### src/rtl/apb_master.sv
//==============================================================================
// Module   : apb_master
// Summary  : Turns a valid/ready command into an APB4 transfer with a wait-state timeout.
// Revision : 1.0
//==============================================================================
`default_nettype none

module apb_master #(
    parameter int ADDR_WIDTH     = 16,
    parameter int DATA_WIDTH     = 32,
    parameter int TIMEOUT_CYCLES = 16
) (
    input  logic                    PCLK,
    input  logic                    PRESETn,

    input  logic                    cmd_valid,
    output logic                    cmd_ready,
    input  logic                    cmd_write,
    input  logic [ADDR_WIDTH-1:0]   cmd_addr,
    input  logic [DATA_WIDTH-1:0]   cmd_wdata,
    input  logic [DATA_WIDTH/8-1:0] cmd_strb,
    input  logic [2:0]              cmd_prot,

    output logic                    rsp_valid,
    output logic [DATA_WIDTH-1:0]   rsp_rdata,
    output logic                    rsp_err,
    output logic                    rsp_timeout,

    output logic                    PSEL,
    output logic                    PENABLE,
    output logic                    PWRITE,
    output logic [ADDR_WIDTH-1:0]   PADDR,
    output logic [DATA_WIDTH-1:0]   PWDATA,
    output logic [DATA_WIDTH/8-1:0] PSTRB,
    output logic [2:0]              PPROT,
    input  logic [DATA_WIDTH-1:0]   PRDATA,
    input  logic                    PREADY,
    input  logic                    PSLVERR
);

    localparam int c_strb_w = DATA_WIDTH / 8;
    // A zero limit still needs a 1-bit counter so the declarations stay legal.
    localparam int c_cnt_w  = (TIMEOUT_CYCLES > 0) ? $clog2(TIMEOUT_CYCLES + 1) : 1;
    localparam bit c_timeout_en = (TIMEOUT_CYCLES != 0);
    localparam logic [c_cnt_w-1:0] c_cnt_last =
        c_cnt_w'((TIMEOUT_CYCLES > 0) ? TIMEOUT_CYCLES - 1 : 0);
    localparam logic [c_cnt_w-1:0] c_cnt_max = {c_cnt_w{1'b1}};

    typedef enum logic [1:0] {
        ST_IDLE   = 2'd0,
        ST_SETUP  = 2'd1,
        ST_ACCESS = 2'd2
    } state_t;

    state_t                r_state;
    state_t                w_state_nxt;
    logic [c_cnt_w-1:0]    r_wait_cnt;
    logic [c_cnt_w-1:0]    w_cnt_nxt;

    logic                  w_psel_nxt;
    logic                  w_penable_nxt;
    logic                  w_pwrite_nxt;
    logic [ADDR_WIDTH-1:0] w_paddr_nxt;
    logic [DATA_WIDTH-1:0] w_pwdata_nxt;
    logic [c_strb_w-1:0]   w_pstrb_nxt;
    logic [2:0]            w_pprot_nxt;
    logic                  w_rsp_valid_nxt;
    logic [DATA_WIDTH-1:0] w_rsp_rdata_nxt;
    logic                  w_rsp_err_nxt;
    logic                  w_rsp_timeout_nxt;

    assign cmd_ready = (r_state == ST_IDLE);

    always_ff @(posedge PCLK or negedge PRESETn) begin
        if (!PRESETn) begin
            r_state     <= ST_IDLE;
            r_wait_cnt  <= '0;
            PSEL        <= 1'b0;
            PENABLE     <= 1'b0;
            PWRITE      <= 1'b0;
            PADDR       <= '0;
            PWDATA      <= '0;
            PSTRB       <= '0;
            PPROT       <= '0;
            rsp_valid   <= 1'b0;
            rsp_rdata   <= '0;
            rsp_err     <= 1'b0;
            rsp_timeout <= 1'b0;
        end else begin
            r_state     <= w_state_nxt;
            r_wait_cnt  <= w_cnt_nxt;
            PSEL        <= w_psel_nxt;
            PENABLE     <= w_penable_nxt;
            PWRITE      <= w_pwrite_nxt;
            PADDR       <= w_paddr_nxt;
            PWDATA      <= w_pwdata_nxt;
            PSTRB       <= w_pstrb_nxt;
            PPROT       <= w_pprot_nxt;
            rsp_valid   <= w_rsp_valid_nxt;
            rsp_rdata   <= w_rsp_rdata_nxt;
            rsp_err     <= w_rsp_err_nxt;
            rsp_timeout <= w_rsp_timeout_nxt;
        end
    end

    always_comb begin
        w_state_nxt       = r_state;
        w_cnt_nxt         = r_wait_cnt;
        w_pwrite_nxt      = PWRITE;
        w_paddr_nxt       = PADDR;
        w_pwdata_nxt      = PWDATA;
        w_pstrb_nxt       = PSTRB;
        w_pprot_nxt       = PPROT;
        w_rsp_valid_nxt   = 1'b0;
        w_rsp_rdata_nxt   = rsp_rdata;
        w_rsp_err_nxt     = rsp_err;
        w_rsp_timeout_nxt = rsp_timeout;

        case (r_state)
            ST_IDLE: begin
                if (cmd_valid) begin
                    w_pwrite_nxt = cmd_write;
                    w_paddr_nxt  = cmd_addr;
                    w_pwdata_nxt = cmd_write ? cmd_wdata : '0;
                    w_pstrb_nxt  = cmd_write ? cmd_strb : '0;
                    w_pprot_nxt  = cmd_prot;
                    w_state_nxt  = ST_SETUP;
                end
            end
            ST_SETUP: begin
                w_cnt_nxt   = '0;
                w_state_nxt = ST_ACCESS;
            end
            ST_ACCESS: begin
                if (PREADY) begin
                    w_rsp_valid_nxt   = 1'b1;
                    w_rsp_err_nxt     = PSLVERR;
                    w_rsp_timeout_nxt = 1'b0;
                    w_rsp_rdata_nxt   = PWRITE ? '0 : PRDATA;
                    w_state_nxt       = ST_IDLE;
                end else if (c_timeout_en && (r_wait_cnt == c_cnt_last)) begin
                    w_rsp_valid_nxt   = 1'b1;
                    w_rsp_err_nxt     = 1'b1;
                    w_rsp_timeout_nxt = 1'b1;
                    w_rsp_rdata_nxt   = '0;
                    w_state_nxt       = ST_IDLE;
                end else if (r_wait_cnt != c_cnt_max) begin
                    w_cnt_nxt = r_wait_cnt + c_cnt_w'(1);
                end
            end
            default: begin
                w_state_nxt = ST_IDLE;
            end
        endcase

        // Bus select/enable are registered copies of the phase being entered.
        w_psel_nxt    = (w_state_nxt != ST_IDLE);
        w_penable_nxt = (w_state_nxt == ST_ACCESS);
    end

endmodule

`default_nettype wire

### config.mk
export PLATFORM = sky130hd
export DESIGN_NAME = apb_master
export DESIGN_NICKNAME = d
export VERILOG_FILES = /design/src/rtl/apb_master.sv
export SDC_FILE = /design/constraint.sdc
export NUM_CORES = 1
export LEC_CHECK = 0
export BUFFER_PORTS_ARGS = -buffer_cell sky130_fd_sc_hd__buf_2
export CAP_MARGIN = 20
export CORE_AREA = 2 2 97 99
export DETAILED_ROUTE_END_ITERATION = 12
export DIE_AREA = 0 0 99 101
export GPL_TIMING_DRIVEN = 0
export PLACE_DENSITY = 0.87
export SYNTH_ARGS = -nofsm -noshare
export SYNTH_HDL_FRONTEND = slang
export SYNTH_SLANG_ARGS = --single-unit
### constraint.sdc
create_clock -name PCLK -period 2.5 [get_ports PCLK]
set_input_delay 0.5 -clock PCLK [delete_from_list [all_inputs] [get_ports PCLK]]
set_output_delay 0.5 -clock PCLK [all_outputs]
set_load 0.02 [all_outputs]
Word-level counts from Yosys, hierarchy flattened
Index checks and enable logic that the tools add are counted.
{"block": "totals", "reg_bits": 100, "elab_cells": 48}
{"block": "op_classes", "addsub": 1, "eq_ne": 8, "n_mux": 19, "n_reduce_logical": 7}
{"op": "$mux 32", "n": 4}
{"op": "$mux 5", "n": 3}
{"op": "$pmux 5 s2", "n": 1}
{"op": "$mux 1", "n": 6}
{"op": "$mux 2", "n": 3}
{"op": "$ne 2x2->1 const B", "n": 3}
{"op": "$pmux 2 s3", "n": 1}
{"op": "$reduce_bool 2->1", "n": 3}
{"op": "$add 5x1->5 const B", "n": 1}
{"op": "$eq 5x4->1 const B", "n": 1}
{"op": "$ne 5x5->1 const B", "n": 1}
{"op": "$eq 2x2->1 const B", "n": 2}
{"op": "$mux 4", "n": 1}
{"op": "$reduce_and 2->1", "n": 2}
{"op": "$reduce_and 4->1", "n": 1}
{"op": "$eq 2x1->1 const B", "n": 1}
{"op": "$logic_not 2->1", "n": 1}

Logic depth before layout (Yosys ltp)
Gate-level depths: netlist of the first run.
{"block": "depth", "ltp_word": 5, "depth_mapped": 7}

Worst setup path after synthesis of the first run
Ideal clock, no wire load.
{"block": "synth_timing", "path_kind": "flip-flop to flip-flop", "from": "register r_wait_cnt[0]", "to": "register r_wait_cnt[2]", "setup_ns": 0.126, "arrival_time_ns": 2.136, "required_time_ns": 2.374, "setup_slack_ns": 0.238, "path_stages_with_launch": 8, "path_buffers": 1, "path_cell_list": "dfrtp_1 > ha_1 > and3_1 > ha_1 > or4b_1 > buf_2 > o21a_1 > a221o_1"}
{"block": "synth_between", "elab_chain_len": 5, "elab_cells_between_ends": 10, "classes_between": "1 x add/sub; 4 x eq/ne; 4 x mux; 1 x reduce/logical"}
{"element": "start, declared", "line_no": "57", "rtl": "logic [c_cnt_w-1:0] r_wait_cnt;"}
{"element": "start signal, assigned", "line_no": "91", "rtl": "r_wait_cnt <= w_cnt_nxt;"}
{"element": "$add 5x1->5", "line_no": "148", "rtl": "w_cnt_nxt = r_wait_cnt + c_cnt_w'(1);"}
{"element": "$mux 5", "line_no": "147", "rtl": "end else if (r_wait_cnt != c_cnt_max) begin"}
{"element": "$mux 5", "line_no": "141", "rtl": "end else if (c_timeout_en && (r_wait_cnt == c_cnt_last)) begin"}
{"element": "$mux 5", "line_no": "135", "rtl": "if (PREADY) begin"}
{"element": "$pmux 5 s2", "line_no": "119", "rtl": "case (r_state)"}
Parallel ways exist; a longest one is shown, timed or not. The select of a mux whose other input is x is not followed.
A chain may end at the register's enable or synchronous reset.

Final worst setup path of the first run
Ends and elaborated chain as after synthesis.

==> key figures, run 1 <==
Synth
  – Synth Area in Simple Gates: 0.128
  – Unique masters post-synth: 25
  – Register area share after synthesis: 0.626
  – Post-Synth XOR/XNOR Area: 0
  – Post-Syn Instances: a little under 400
  – Largest area contributor in the netlist: dfrtp_1
  – Synth warnings: 0
  – Syn avg cell area: roughly 10 um^2
  – Synth top area cells: dfrtp_1 63%, o21ai_0 13%, nand2_1 10%, mux2_2 5.9%, clkbuf_1 2.3%
  – Synth Register Bits: 100
  – Mapped Area: approximately 4000 um^2
  – Adder-Cell Fraction of Synth Area: 0.00939
  – Top-area cell type share of the netlist area: 0.626
  – Mux cell area share after synthesis: 0.0642
  – Compound-Gate Fraction of Synth Area: 0.138
  – Syn_nets: approximately 490
  – Largest family of logic cells by synthesized area: compound AO/OA/AOI/OAI gates

Global routing
  – Vias in the first global route: 3473
  – Antenna violations before repair: 0
  – Largest net degree at the start of global routing: 54
  – First-pass GRT wire length: ~16000 um
  – GRT Total Usage: 0.204
  – Remaining Overflow, GRT: 0

Worst setup path
  – Setup CP Type: flip-flop to flip-flop
  – CP peak stage delay: between 400 and 500 ps
  – CP cell instances: ha_1, and3_1, ha_2, or4b_1, clkbuf_4, o21a_1, a221o_1
  – Slowest-stage cell, CP: or4b_1
  – CP Capture Type: flip-flop
  – Worst EP required: 2740 ps
  – Data arrival, critical path: approximately 2600 ps
  – Startpoint types: flip-flop
  – CP max FO: 8
  – Reg-to-reg setup timing slack: between 100 and 150 ps

Floorplanning
  – Die Y: 101 um
  – Initial Utilization: 0.445
  – I/O Pins: between 150 and 200
  – Die area: 10000 um^2
  – # rows: 35
  – Core Area: about 9000 um^2
  – Die X: approximately 99 um

Layout
  – ANT cells: 0
  – Share of cells above drive strength 1: 0.387
  – Commonest non-fill, non-tap cells in the layout: 185 x buf_2, 109 x nand2_1, 101 x o21ai_0
  – Layout area overhead: 32.2%
  – Commonest non-fill, non-tap cell in the layout: buf_2
  – Fill cell count: roughly 770
  – Post-layout util: 0.588
  – Final Non-Filler Cells: approximately 700
  – Layout Nets: 683
  – Cell area after layout: roughly 5300 um^2

STA
  – Fin. Hold Viols: 0
  – FMAX: between 400 and 500 MHz
  – Minimum clock period: around 2400 ps
  – Worst slew margin: 0.580
  – Clock skew: roughly 9.9 ps
  – RSZ-0062 raised after global routing: no
  – Measured slew at the worst slew-check pin: about 620 ps
  – Final critical-path share of the clock period: 0.949
  – Final Max Slew Viols: 0
  – Setup ws final: ~130 ps
  – Setup violations, final: 0
  – Hold Slack: 162 ps

Clock network
  – CTS Buf Count: 9
  – CTS Buffer Depth: 2
  – CTS H-Tree Depth: 3
  – Clock sink total: 100
  – CTS tree: yes
  – Worst skew pair latency: approximately 350 ps
  – Cts hold-fix bufs: 0
  – Post-CTS setup buffers: 0
  – Clock transition at path regs: around 100 ps
  – Root Buffer Master: clkbuf_8
  – Post-cts gate resize count: 0

Detailed routing
  – Post-DR wirelength/cell: roughly 14 um
  – Routed via count: 3495
  – Antenna Nets Post-Route: 0
  – Post-Route WL: between 10000 and 15000 um
  – Drt first pass iters: 7
  – DRC: 0
  – Via/cell ratio: roughly 5.0
  – DR iter-0 viols: roughly 150

Pwr
  – Pleak: approximately 2.8 nW
  – Pwr per Cell Area: about 1300 nW/um^2
  – Peak supply drop: 769 uV

Placed design
  – Cell count after placement: about 690
  – RePlAce Congestion: 0.857
  – Pre-CTS setup slack: just over 100 ps
  – Port bufs: between 150 and 200
  – Cell Area, Placed: 5090 um^2
  – DP Wirelength: approximately 7900 um

Flow run
  – Total of max-cap violations: 0

Status
  – Status: finished, final reports clean

Hold path
  – Hold Path Class: input pin to asynchronous set/reset pin
-- cell usage after synthesis --
cell type	count
o22a_1	1
buf_2	2
clkbuf_1	24
a211o_1	1
nor2b_1	3
o21a_1	1
inv_1	4
nor4bb_1	1
nand3_1	2
and3_1	1
nand2b_1	2
buf_6	2
o21ai_0	101
ha_1	3
dfrtp_1	100
a221o_1	1
a21oi_1	2
or4b_1	1
nor4b_1	1
or3b_2	1
nor4_1	1
nor2_1	3
nand2_1	109
mux2i_1	2
mux2_2	21
-- per-layer routing --
layer  GRT usage  wire length, um
met3      0.0707              971
met5           0                0
met4      0.0474               70
met2       0.362             5190
met1       0.238             3940
-- worst paths after layout --
path / end / depth (start not counted) / startpoint
max: r_wait_cnt[2]$_DFFE_PN0P_ / 7 / r_wait_cnt[0]$_DFFE_PN0P_
min: PADDR[2]$_DFFE_PN0P_ / 1 / PRESETn
max reg2reg: r_wait_cnt[2]$_DFFE_PN0P_ / 7 / r_wait_cnt[0]$_DFFE_PN0P_
min reg2reg: PWDATA[0]$_DFFE_PN0P_ / 2 / PWDATA[0]$_DFFE_PN0P_
max in group asynchronous: r_wait_cnt[4]$_DFFE_PN0P_ / 2 / PRESETn
min in group PCLK: PADDR[10]$_DFFE_PN0P_ / 2 / cmd_addr[10]
-- logic make-up (layout without fill, tap and decap cells) --
| family | Yosys count | in the layout |
|---|---|---|
| buffers and inverters | 32 | 234 |
| and+or+nand+nor | 125 | 125 |
| DFF | 100 | 100 |
| muxes | 23 | 23 |
| AOI/OAI and AO/OA | 107 | 107 |
| adders and majority gates | 3 | 3 |
-- critical path, delay by kind of cell, from the launching register on --
| family | cells | cell delay (ps) |
|---|---|---|
| compound gates | 2 | 540 |
| simple gates | 2 | 700 |
| fa+ha+maj | 2 | 430 |
| buf+inv | 1 | 180 |
| flops | 1 | 410 |
-- final cells by class --
type | instances | area [um^2] | area share
Timing Repair Buffer | 186 | 956 | 0.181
Buffer | 28 | 125 | 0.0237
Clock buffer | 10 | 138 | 0.0261
Inverter | 4 | 15.0 | 0.00284
Multi-Input combinational cell | 258 | 1360 | 0.257
Tap cell | 111 | 139 | 0.0263
Sequential cell | 100 | 2500 | 0.474
Clock inverter | 6 | 47.5 | 0.00900
-- state kept, by name, summed over array words and instances, names as in the netlist --
register	flops
PWRITE	1
PSEL	1
PADDR	16
rsp_timeout	1
PSTRB	4
rsp_valid	1
PPROT	3
rsp_err	1
PWDATA	32
r_wait_cnt	5
r_state	2
rsp_rdata	32
PENABLE	1
-- report_power, final --
part           total [mW]  leakage, nW  internal (mW)  switching [mW]
Clock               0.956       0.0933          0.399           0.557
Sequential           2.74         1.29           2.35           0.390
Combinational        2.96         1.38           1.03            1.93
Total                6.65         2.76           3.77            2.88
-- through the flow --
| stage | total power, mW | setup TNS, ps |
|---|---|---|
| floorplan | 4.55 | 0 |
| global placement | 5.62 | -600 |
| detailed placement | 5.75 | 0 |
| CTS | 6.71 | 0 |
| global route | 7.13 | 0 |
| finish | 6.65 | 0 |
Note: power is estimated with default switching activity, not from simulation.
==> run 2, diff against run 1 <==
==> config.mk (replaced) <==
export PLATFORM = sky130hd
export DESIGN_NAME = apb_master
export DESIGN_NICKNAME = d
export VERILOG_FILES = /design/src/rtl/apb_master.sv
export SDC_FILE = /design/constraint.sdc
export NUM_CORES = 1
export LEC_CHECK = 0
export CAP_MARGIN = 20
export CORE_AREA = 2 2 85 87
export DETAILED_ROUTE_END_ITERATION = 12
export DIE_AREA = 0 0 87 89
export DONT_BUFFER_PORTS = 1
export PLACE_DENSITY = 0.84
export SYNTH_ARGS = -nofsm -noshare
export SYNTH_HDL_FRONTEND = slang
export SYNTH_SLANG_ARGS = --single-unit
==> constraint.sdc (replaced) <==
create_clock -name PCLK -period 2.4 [get_ports PCLK]
set_input_delay 0.48 -clock PCLK [delete_from_list [all_inputs] [get_ports PCLK]]
set_output_delay 0.48 -clock PCLK [all_outputs]
set_load 0.02 [all_outputs]
==> key figures, run 2 (synthesis results as in run 1) <==
Detailed routing
  – Post-DR wirelength/cell: 18.1 um (+25%)
  – Met2 routed WL: 4110 um (-21%)
  – Via/cell ratio: 5.88 (+18%)
  – DR iter-0 viols: 93 (-39%)
  – Antenna Nets Post-Route: 0 (unchanged)
  – DRC: 0 (unchanged)
  – Routed via count: 2726 (-22%)
  – Post-Route WL: 8410 um (-17%)
  – Drt first pass iters: 5 (-2)
  – Met3 WL post-DR: 956 um (-1.5%)
  – Top routing layer in use: met4
  – Met1 WL: 3240 um (-18%)

Global routing
  – Antenna violations before repair: 0 (unchanged)
  – First-pass GRT wire length: 12500 um (-23%)
  – Vias in the first global route: 2546 (-27%)
  – Largest net degree at the start of global routing: 101 (+87%)
  – Remaining Overflow, GRT: 0 (unchanged)
  – GRT Total Usage: 0.208 (+0.00387)

Worst setup path
  – Worst EP required: 2630 ps (-110 ps)
  – RR Startpoint: r_wait_cnt[0]$_DFFE_PN0P_
  – CP max FO: 4 (-4)
  – Worst r2r path cells: 6 (-1)
  – CP Capture Type: flip-flop
  – RR Endpoint: r_wait_cnt[2]$_DFFE_PN0P_
  – Reg-to-reg setup timing slack: 100 ps (-30 ps)
  – Setup CP Type: flip-flop to flip-flop
  – Data arrival, critical path: 2530 ps (-80 ps)
  – Startpoint types: flip-flop

Floorplanning
  – Core Area: 6720 um^2 (-25%)
  – Die Y: 89 um (-12%)
  – Die area: 7740 um^2 (-23%)
  – I/O Pins: 187 (unchanged)
  – Initial Utilization: 0.595 (+0.150)
  – Die X: 87 um (-12%)
  – # rows: 30 (-14%)

STA
  – Final setup TNS: 0 ps (unchanged)
  – Measured slew at the worst slew-check pin: 969 ps (+345 ps)
  – Hold Slack: -186 ps (-349 ps)
  – FMAX: 435 MHz (+3.1%)
  – Setup ws final: 98.6 ps (-29.0 ps)
  – Setup violations, final: 0 (unchanged)
  – Fin. Hold Viols: 100 (+100)
  – Final Max Slew Viols: 0 (unchanged)
  – Final critical-path share of the clock period: 0.959 (+0.00995)
  – Minimum clock period: 2300 ps (-71.0 ps)
  – Clock skew: 11.4 ps (+1.52 ps)
  – Worst slew margin: 0.354 (-0.226)
  – RSZ-0062 raised after global routing: no

Hold path
  – Hold Path Class: input pin to asynchronous set/reset pin

Placed design
  – RePlAce Congestion: 0.715 (-17%)
  – Cell count after placement: 447 (-35%)
  – Pre-CTS setup slack: 65.9 ps (-38.0 ps)
  – DP Wirelength: 5900 um (-25%)
  – Port bufs: 0 (-100%)

Pwr
  – Pwr per Cell Area: 1430 nW/um^2 (+14%)
  – Pleak: 1.93 nW (-30%)
  – Peak supply drop: 644 uV (-16%)

Clock network
  – CTS H-Tree Depth: 3 (unchanged)
  – Worst skew pair latency: 350 ps (about the same)
  – Clock transition at path regs: 90 ps (about the same)
  – CTS tree: yes
  – Root Buffer Master: clkbuf_8
  – CTS Buffer Depth: 2 (unchanged)
  – Clock sink total: 100 (unchanged)
  – CTS Buf Count: 9 (unchanged)

Layout
  – Share of cells above drive strength 1: 0.120 (-0.267)
  – Biggest regs: PWDATA x32, rsp_rdata x32, PADDR x16
  – Layout Nets: 475 (-30%)
  – Commonest non-fill, non-tap cells in the layout: 109 x nand2_1, 100 x dfrtp_1, 100 x o21ai_0
  – Commonest non-fill, non-tap cell in the layout: nand2_1
  – ANT cells: 0 (unchanged)
  – Layout area overhead: 6.45%
  – Final Non-Filler Cells: 464 (-34%)

Status
  – Status: finished with violations
  – Violated checks: hold timing

Flow run
  – Total of max-cap violations: 0 (unchanged)
-- run 2: cell count changes in the layout (fill, tap and decap cells not counted), sizes merged --
cell,before,now
buf,189,6
clkbuf,35,11
clkinvlp,1,2
inv,6,4
-- run 2: timing repair --
action,in CTS,in global routing
endpoints found under the setup margin,0,5
endpoints found under the hold margin,100,100
resized for setup,0,3
buffers inserted,0,1
-- run 2: worst max-delay path, stage by stage, from the launching register on --
cell and delay [ps]:
dfrtp_1 390, ha_1 230, and3_1 210, ha_1 220, or4b_1 540, o21a_1 230, a221o_1 350
-- run 2: worst max path at each step --
stage,startpoint,endpoint,slack [ps]
final,r_wait_cnt[0]$_DFFE_PN0P_,r_wait_cnt[2]$_DFFE_PN0P_,100
after global placement,r_wait_cnt[0]$_DFFE_PN0P_,r_wait_cnt[4]$_DFFE_PN0P_,150
after global routing,r_wait_cnt[0]$_DFFE_PN0P_,r_wait_cnt[3]$_DFFE_PN0P_,6
after detailed placement,r_wait_cnt[0]$_DFFE_PN0P_,r_wait_cnt[1]$_DFFE_PN0P_,70
after floorplan,r_wait_cnt[0]$_DFFE_PN0P_,r_wait_cnt[2]$_DFFE_PN0P_,140
after CTS,r_wait_cnt[0]$_DFFE_PN0P_,r_wait_cnt[1]$_DFFE_PN0P_,10
-- run 2: layout make-up --
cell class	instances	area, um^2
timing repair buffer	6	82.6
fill	539	2460
clock inverter	5	37.5
multi-input combinational	258	1380
sequential	100	2500
clock buffer	11	141
inverter	4	15.0
tap	80	100
-- run 2: per-stage QoR --
| step | hold WS [ps] | utilization | power, mW | cell area (um^2) |
|---|---|---|---|---|
| floorplan | 184 | - | 4.74 | 4000 |
| global placement | 186 | 0.603 | 5.04 | 4050 |
| detailed placement | 186 | 0.603 | 5.16 | 4050 |
| CTS | -203 | 0.630 | 6.11 | 4230 |
| global route | -219 | 0.633 | 6.45 | 4250 |
| finish | -186 | 0.633 | 6.08 | 4250 |
-- run 2: layer usage --
| metal | global-route usage | up-vias |
|---|---|---|
| met4 | 0.0781 | 0 |
| met3 | 0.0785 | 9 |
| li1 | - | 1273 |
| met5 | 0 | - |
| met1 | 0.245 | 1297 |
| met2 | 0.348 | 147 |
-- run 2: power by group --
| group | leakage [nW] | switching [mW] | internal, mW | total, mW |
|---|---|---|---|---|
| sequential | 1.29 | 1.49 | 2.44 | 3.93 |
| combinational | 0.553 | 0.685 | 0.518 | 1.20 |
| clock | 0.0855 | 0.546 | 0.408 | 0.953 |
==> run 3, diff against run 2 <==
--- a/config.mk
+++ b/config.mk
@@ -10,6 +10,8 @@
 export DETAILED_ROUTE_END_ITERATION = 12
 export DIE_AREA = 0 0 87 89
 export DONT_BUFFER_PORTS = 1
+export GPL_TIMING_DRIVEN = 0
+export HOLD_SLACK_MARGIN = 0.02
 export PLACE_DENSITY = 0.84
 export SYNTH_ARGS = -nofsm -noshare
 export SYNTH_HDL_FRONTEND = slang
==> key figures, run 3 (synthesis results as in run 1) <==
STA
  – Final critical-path share of the clock period: 0.973 (+0.0145)
  – Fin. Hold Viols: 100 (unchanged)
  – FMAX: 428 MHz (-1.5%)
  – Final Max Slew Viols: 0 (unchanged)
  – Minimum clock period: 2340 ps (+34.8 ps)
  – Clock skew: 8.13 ps (-3.32 ps)
  – Setup ws final: 63.8 ps (-34.8 ps)
  – Worst slew margin: 0.571 (+0.217)
  – Final setup TNS: 0 ps (unchanged)
  – Hold Slack: -182 ps (+4.71 ps)
  – Measured slew at the worst slew-check pin: 637 ps (-332 ps)
  – Setup violations, final: 0 (unchanged)
  – RSZ-0062 raised after global routing: no

Global routing
  – Largest net degree at the start of global routing: 101 (unchanged)
  – Remaining Overflow, GRT: 0 (unchanged)
  – GRT Total Usage: 0.233 (+0.0249)
  – First-pass GRT wire length: 13900 um (+11%)
  – Antenna violations before repair: 0 (unchanged)
  – Vias in the first global route: 2956 (+16%)

Clock network
  – Clock transition at path regs: 100 ps (about the same)
  – Clock sink total: 100 (unchanged)
  – CTS Buf Count: 9 (unchanged)
  – CTS tree: yes
  – Root Buffer Master: clkbuf_8
  – Worst skew pair latency: 350 ps (about the same)
  – CTS H-Tree Depth: 3 (unchanged)
  – CTS Buffer Depth: 2 (unchanged)
  – Post-CTS setup buffers: 0 (unchanged)

Floorplanning
  – Die X: 87 um (unchanged)
  – Die Y: 89 um (unchanged)
  – Initial Utilization: 0.595 (unchanged)
  – Core Area: 6720 um^2 (unchanged)
  – Die area: 7740 um^2 (unchanged)
  – # rows: 30 (unchanged)
  – I/O Pins: 187 (unchanged)

Worst setup path
  – Startpoint types: flip-flop
  – Data arrival, critical path: 2560 ps (+30 ps)
  – CP Capture Type: flip-flop
  – Setup CP Type: flip-flop to flip-flop
  – Worst EP required: 2630 ps (about the same)
  – CP max FO: 8 (+4)

Placed design
  – DP Wirelength: 6680 um (+13%)
  – Pre-CTS setup slack: 2.59 ps (-63.3 ps)
  – Cell Area, Placed: 4100 um^2 (+1.0%)
  – RePlAce Congestion: 0.777 (+8.6%)
  – Port bufs: 0 (unchanged)

Layout
  – Commonest non-fill, non-tap cells in the layout: 109 x nand2_1, 101 x o21ai_0, 100 x dfrtp_1
  – Biggest regs: PWDATA x32, rsp_rdata x32, PADDR x16
  – ANT cells: 0 (unchanged)
  – Area taken by multi-input logic gates: 1370 um^2 (-0.73%)
  – Layout area overhead: 7.83%
  – Share of cells above drive strength 1: 0.111 (-0.00895)
  – Fill cell count: 537 (-0.37%)
  – Layout Nets: 497 (+4.6%)
  – Cell area after layout: 4310 um^2 (+1.3%)
  – FF/Latch Area: 2500 um^2 (unchanged)
  – Commonest non-fill, non-tap cell in the layout: nand2_1

Pwr
  – Pleak: 1.94 nW (+0.57%)
  – Reg power frac: 0.634 (-0.011)
  – Pwr per Cell Area: 1440 nW/um^2 (+0.81%)
  – Peak supply drop: 842 uV (+31%)
  – Design internal power: 3.42 mW (+1.7%)
  – Sw power: 2.79 mW (+2.6%)
  – Clock power frac: 0.166 (+0.009)
  – Comb pwr share: 0.200 (+0.002)
  – Net Sw Frac: 0.449 (+0.00224)

Detailed routing
  – Post-Route WL: 9110 um (+8.4%)
  – Antenna Nets Post-Route: 0 (unchanged)
  – Routed via count: 2850 (+4.5%)
  – Post-DR wirelength/cell: 18.8 um (+3.5%)
  – Drt first pass iters: 4 (-1)
  – Via/cell ratio: 5.86 (-0.18%)
  – DR iter-0 viols: 103 (+11%)
  – DRC: 0 (unchanged)

Status
  – Status: finished with violations
  – Violated checks: hold timing

Flow run
  – Total of max-cap violations: 0 (unchanged)

Hold path
  – Hold Path Class: input pin to asynchronous set/reset pin
## run 3: power groups by stage
| stage | Clock [mW] | Combinational, mW | Sequential (mW) |
|---|---|---|---|
| 2_1_floorplan | 0 | 0.976 | 3.77 |
| 3_3_place_gp | 0 | 1.15 | 3.94 |
| 3_5_place_dp | 0 | 1.25 | 3.97 |
| 4_1_cts | 1.05 | 1.24 | 3.95 |
| 5_1_grt | 1.11 | 1.43 | 4.04 |
| 6_report | 1.03 | 1.24 | 3.94 |
## run 3: routing by layer
layer / routed length [um] / GRT usage
met4: 126 / 0.105
met2: 4650 / 0.406
met5: 0 / 0
met1: 3390 / 0.261
met3: 949 / 0.0748
## run 3: final cells by class
type,count,share of cell area
sequential,100,0.581
multi-input combinational,258,0.317
clock buffer,12,0.0383
buffer,28,0.0299
tap,80,0.0232
clock inverter,4,0.00755
inverter,4,0.00348
## run 3: stage by stage
| stage | utilization | std cells | total power, mW |
|---|---|---|---|
| global route | 0.641 | 486 | 6.58 |
| detailed placement | 0.610 | 470 | 5.22 |
| floorplan | - | 390 | 4.74 |
| CTS | 0.639 | 486 | 6.24 |
| global placement | 0.610 | 470 | 5.09 |
| finish | 0.641 | 486 | 6.21 |
## run 3: path summary, 6_finish.rpt
kind                                           start                        end  slack [ps]  depth (start not counted)
max reg2reg                r_wait_cnt[0]$_DFFE_PN0P_  r_wait_cnt[2]$_DFFE_PN0P_          60                          7
min                                          PRESETn       PADDR[8]$_DFFE_PN0P_        -180                          0
max                        r_wait_cnt[0]$_DFFE_PN0P_  r_wait_cnt[2]$_DFFE_PN0P_          60                          7
min in group PCLK                             PREADY    rsp_timeout$_DFFE_PN0P_         210                          1
min reg2reg                r_wait_cnt[3]$_DFFE_PN0P_  r_wait_cnt[3]$_DFFE_PN0P_         540                          1
max in group asynchronous                    PRESETn     PWDATA[30]$_DFFE_PN0P_        2420                          0
## run 3: repair_timing
action                     4_1_cts  5_1_grt
hold endpoints to repair       100      100
setup endpoints to repair        1        4
pin swaps                        0        0
gates resized for setup          1        5
## run 3: critical path, cell delays in order (launching register included)
cell	delay, ps
dfrtp_1	410
ha_2	200
and3_1	200
ha_2	200
or4b_4	520
buf_6	150
o21a_1	190
a221o_1	360
